$ cat config.mk
export PLATFORM = sky130hd
export DESIGN_NAME = lut_gate_filtered
export DESIGN_NICKNAME = d
export VERILOG_FILES = /design/src/rtl/lut_gate_filtered.sv
export SDC_FILE = /design/constraint.sdc
export NUM_CORES = 1
export LEC_CHECK = 0
export CORE_MARGIN = 3
export CORE_UTILIZATION = 48
export DETAILED_ROUTE_END_ITERATION = 10
export PLACE_DENSITY = 0.72
export SETUP_SLACK_MARGIN = 0.3
export SLEW_MARGIN = 40
export SYNTH_ARGS = -nofsm -noshare
export SYNTH_HDL_FRONTEND = slang
export SYNTH_SLANG_ARGS = --single-unit
$ cat constraint.sdc
create_clock -name clk -period 1.4 [get_ports clk]
set_input_delay 0.28 -clock clk [delete_from_list [all_inputs] [get_ports clk]]
set_output_delay 0.28 -clock clk [all_outputs]
set_load 0.05 [all_outputs]
$ cat src/rtl/lut_gate_filtered.sv
// lut_gate_filtered: N-input programmable gate. The truth table is loaded
// serially into a shadow register and committed atomically into the active
// table. The gate value is then passed through a persistence filter, so the
// output only moves once a new value has held for DELAY consecutive cycles.
module lut_gate_filtered #(
   parameter int                     N_IN     = 3,
   parameter int                     DELAY    = 4,
   parameter logic [(1<<N_IN)-1:0]   TT_INIT  = '0,
   parameter logic                   OUT_INIT = 1'b0
) (
   input  logic            clk,
   input  logic            rst,
   input  logic [N_IN-1:0] in,
   input  logic            cfg_en,
   input  logic            cfg_bit,
   output logic            cfg_done,
   output logic            out,
   output logic            busy
);

   localparam int TW = 1 << N_IN;
   localparam int BW = N_IN;
   localparam int CW = (DELAY > 1) ? $clog2(DELAY) : 1;
   localparam logic [BW-1:0] BIT_LAST = BW'(TW - 1);
   localparam logic [CW-1:0] CNT_LAST = CW'(DELAY - 1);

   // Only TW-1 bits of shadow history ever matter: the newest bit arrives
   // on cfg_bit in the same cycle the table is committed.
   logic [TW-1:0] tt_q;
   logic [TW-2:0] shadow_q;
   logic [TW-1:0] shadow_next;
   logic [BW-1:0] bit_cnt_q;

   logic          f;
   logic [CW-1:0] cnt_q;
   logic [CW-1:0] cnt_d;
   logic          out_d;

   assign shadow_next = {shadow_q, cfg_bit};

   // Serial load: shift bits in, commit the full table on the TW-th bit.
   always_ff @(posedge clk or posedge rst) begin
      if (rst) begin
         tt_q      <= TT_INIT;
         shadow_q  <= '0;
         bit_cnt_q <= '0;
         cfg_done  <= 1'b0;
      end else begin
         cfg_done <= 1'b0;
         if (cfg_en) begin
            shadow_q <= shadow_next[TW-2:0];
            if (bit_cnt_q == BIT_LAST) begin
               tt_q      <= shadow_next;
               bit_cnt_q <= '0;
               cfg_done  <= 1'b1;
            end else begin
               bit_cnt_q <= bit_cnt_q + BW'(1);
            end
         end
      end
   end

   // Gate value from the committed table and the live inputs.
   assign f = tt_q[in];

   // Persistence filter: count cycles of disagreement, update on the last.
   always_comb begin
      cnt_d = cnt_q;
      out_d = out;
      if (f == out) begin
         cnt_d = '0;
      end else if (cnt_q == CNT_LAST) begin
         out_d = f;
         cnt_d = '0;
      end else begin
         cnt_d = cnt_q + CW'(1);
      end
   end

   // Filter state; busy tracks a nonzero counter without a combinational path.
   always_ff @(posedge clk or posedge rst) begin
      if (rst) begin
         cnt_q <= '0;
         out   <= OUT_INIT;
         busy  <= 1'b0;
      end else begin
         cnt_q <= cnt_d;
         out   <= out_d;
         busy  <= (cnt_d != '0);
      end
   end

endmodule

# Word-level counts from Yosys, hierarchy flattened
# Cells that the tools add are included.
op_classes:
  add_sub_neg: 2
  multipliers: 0
  div: 0
  order_cmp: 1
  n_eq_ne: 3
  shifts: 0
  mux: 7
  n_bitwise: 1
  n_reduce_logical: 3
op_table:
  columns: ["cell", "n"]
  rows:
  - ["$lt A3 B4 Y1 const B", 1]
  - ["$mux W2", 2]
  - ["$reduce_and A2 Y1", 2]
  - ["$add A3 B1 Y3 const B", 1]
  - ["$bmux W1 S3", 1]
  - ["$eq A3 B3 Y1 const B", 1]
  - ["$mux W1", 3]
  - ["$mux W3", 1]
  - ["$add A2 B1 Y2 const B", 1]
  - ["$eq A2 B2 Y1 const B", 1]
  - ["$reduce_bool A2 Y1", 1]
  - ["$eq A1 B1 Y1", 1]
  - ["$not A1 Y1", 1]
word_totals:
  register_bits: 23
  latchBits: 0
  ram_bits: 0
  mem_bits_ro: 0
  input_bits: 7
  output_inout_bits: 3
  word_cells: 24
  n_memories: 0

# Depth between registers and ports, before layout
logic_depth:
  ltp_word: 5
  mapped_depth: 4
  mapped_depth_nobuf: 4

# Least setup slack after synthesis
# Ideal clock, no wire load.
synth_timing:
  path_type: "register to register"
  from: "reg tt_q[7]"
  to: "reg out"
  setup_time_ns: 0.125
  arrival_time_ns: 1.420
  required_ns: 1.275
  slack_ns: -0.145
  stages_incl_launch_ff: 4
  n_path_buf: 0
  period_less_slack_ns: 1.545
  path_cell_list: "dfrtp_1 > mux2_1 > mux4_2 > mux2_4"
synth_between:
  elab_chain_cells: 5
synth_lines:
  columns: ["item", "line_no", "text"]
  rows:
  - ["start: declaration", "29", "logic [TW-1:0] tt_q;"]
  - ["start signal: assignment", "53", "tt_q <= shadow_next;"]
  - ["$bmux W1 S3 (*)", "64", "assign f = tt_q[in];"]
  - ["$mux W1 (not written as such) (*)", "64", null]
  - ["$eq A1 B1 Y1", "70", "if (f == out) begin"]
  - ["$not A1 Y1 (no line)", null, null]
  - ["$reduce_and A2 Y1 (no line)", null, null]
  - ["end signal: assignment", "88", "out <= out_d;"]
  - ["end: declaration", "17", "output logic out,"]
# Mark *: on every way between the ends. The rest lies on a longest branch, timed or not. The select of a mux whose other input is x is not followed.
# A chain may end at the register's enable or synchronous reset.

# Worst setup path after layout
layout_timing:
  from: "reg tt_q[3]"
  to: "reg out"
# Same word-level chain as after synthesis.

==> impl_metrics.yaml <==
outcome:
  status: "complete, but fails checks"
  violations: "negative setup slack"
clocking:
  cts.clk_slew.worst_paths_ns: 0.12
  cts_tree: "yes"
  insertion_delay_ns: 0.29
  numCtsBuffers: 3
  cts-root-buf: "clkbuf_4"
  clock-sinks: 23
  clock_path_buffers: 2
  htree_levels: 1
floorplanning:
  die_area_um2: 2628
  rows: 15
  dieWidth_um: 51.27
  core-area_um2: 1821
  die_y_um: 51.27
  initial_utilization_pct: 54.02
  io_pins: 10
setup_path:
  cp.required_ns: 1.59
  reg2reg_slack_ns: -0.12
  setup.worst_path.end_class: "flop"
  rr_worst_depth: 3
  path_class: "flop to flop"
  crit_fanout: 2
  r2r_end: "out"
  reg2reg_from: "tt_q[3]"
  critPathLaunchType: "flop"
  cp.arrival_ns: 1.71
placement:
  place_area_um2: 1256
  portBuffers: 9
  place.gp.congestion: 0.6692
  post-dp-hpwl_mm: 1.099
synth:
  synthTopCellsByArea: "dfrtp_1 59%, mux2_2 24%, ha_1 3.8%"
  synth_top_area_share_pct: 58.52
  ys_ff_latch: 23
  synth_area_leader_cell: "dfrtp_1"
  synth_area_um2: 983.4
  synth.avg_cell_area_um2: 15.13
  ys_seq_area_share_pct: 58.52
  synth_cell_type_count: 15
  ys_warn_count: 0
  synthCells: 65
  synth_nets: 75
global_route:
  grt_max_degree: 24
  grt_pass1_wl_mm: 2.732
  antenna_found_initial: 0
  overflow: 0
  grt_use_total_pct: 14.29
  grt_pass1_vias: 603
sta:
  worst_slack_ns: -0.1175
  finalCritPeriodShare_pct: 108.4
  tightest_slew_ns: 0.2816
  setup_viol: 4
  max_slew_margin_pct: 81.23
  clock.fmax_mhz: 659.0
  hold_viol: 0
  period_minus_slack_ns: 1.517
  rsz0062_at_grt: "yes"
  fin_skew_ns: 0.006073
  slew_violations: 0
  holdWs_ns: 0.3107
  setup_tns_ns: -0.4363
route:
  postRouteAntennaNets: 0
  top_layer_used: "met4"
  viasPerCell: 4.949
  drc: 0
  met3WireLength_um: 40
  first_iter_violations: 0
  routedWlPerCell_um: 13.55
  finalWirelength_mm: 1.599
  dr.pass1.iters: 1
  vias: 584
  routed-wl-met2_um: 871
  wl_met1_um: 674
final_layout:
  diodes: 0
  fillers: 112
  design_area_um2: 1379
  drive_above_1_share_pct: 55.91
  finish.utilization_pct: 75.74
  area_growth_pct: 40.20
  num-nets-final: 104
pwr:
  power_density_nw_per_um2: 2013
  power.total_w: 0.002775
  ir_drop_mv: 1.460
  power_leakage_nw: 0.6709
worst_hold_path:
  hp-class: "input pin to async pin"
job:
  cap_violations: 0
synthesized netlist by cell type, drive strengths merged:
library cell   n
clkbuf         1
dfrtp         23
ha             3
inv            2
mux2          23
mux2i          3
mux4           1
nand2          3
nand2b         1
nor2           2
o21ai          1
o21bai         1
or3            1
registers in the layout, summed over array words and instances (netlist names):
signal and cells:
bit_cnt_q 3, busy 1, cfg_done 1, cnt_q 2
out 1, shadow_q 7, tt_q 8
metal layers:
metal  vias to the layer above  global-route usage, %
li1                        291                      -
met1                       286                  16.98
met2                         5                  26.18
met3                         2                  3.499
met4                         0                  2.620
met5                         -                      0
critical path, cell delays in order, from the launching register on:
cell and delay, ns:
dfrtp_1 0.41, mux2_2 0.27, mux4_2 0.47, mux2_4 0.27
report_power, final:
group	switching, W	total, W	internal [W]	leakage (nW)
Sequential	0.000182	0.00111	0.000932	0.279
Combinational	0.000487	0.00137	0.000885	0.377
Clock	0.000180	0.000290	0.000111	0.0150
worst max path at each step:
stage          startpoint  endpoint  slack [ns]  depth (start not counted)
3_5_place_dp        in[0]      busy       -0.68                          5
2_1_floorplan     tt_q[6]       out       -0.12                          3
3_3_place_gp        in[0]      busy       -0.66                          5
4_1_cts           tt_q[1]       out       -0.12                          3
6_report          tt_q[3]       out       -0.12                          3
5_1_grt           tt_q[3]      busy       -0.15                          4
kinds of logic (layout without fill, tap and decap cells):
family,Yosys count,count (layout),share of synthesized area [%]
compound gates,2,2,1.272
simple gates,7,8,3.182
fa+ha+maj,3,3,3.817
buf+inv,3,30,1.145
flops,23,23,58.52
mux,27,27,32.06
layout by cell type (no fill, tap or decap):
master / count
buf_12: 3
buf_4: 11
buf_6: 4
clkbuf_1: 1
clkbuf_4: 3
clkdlybuf4s50_1: 4
dfrtp_1: 22
dfrtp_2: 1
dlygate4sd2_1: 1
dlymetal6s2s_1: 1
ha_1: 1
ha_2: 1
ha_4: 1
inv_1: 1
inv_2: 1
mux2_2: 11
mux2_4: 12
mux2i_1: 3
mux4_2: 1
nand2_1: 2
nand2_4: 1
nand2_8: 1
nand2b_1: 1
nor2_1: 1
nor2_4: 1
o21ai_0: 1
o21bai_1: 1
or3_1: 1
stage by stage:
stage	setup slack (ns)	std cells
global placement	-0.6600	106
detailed placement	-0.6806	106
finish	-0.1175	118
CTS	-0.1167	114
global route	-0.1523	118
floorplan	-0.1247	65
cell type report:
cell class | count | area (um^2) | area share, %
clock buffer | 4 | 26.28 | 1.906
sequential | 23 | 576.8 | 41.83
multi-input combinational | 40 | 488.0 | 35.39
timing repair buffer | 24 | 249.0 | 18.06
tap | 25 | 31.28 | 2.269
inverter | 2 | 7.507 | 0.5445
timing repair:
item	4_1_cts	5_1_grt
hold buffers	0	0
pin swaps	3	2
gates cloned	1	0
endpoints found under the setup margin	17	19
setup buffers	3	4
resized for setup	5	7
hold endpoints to repair	0	0
Power figures use the tool's default switching activity.
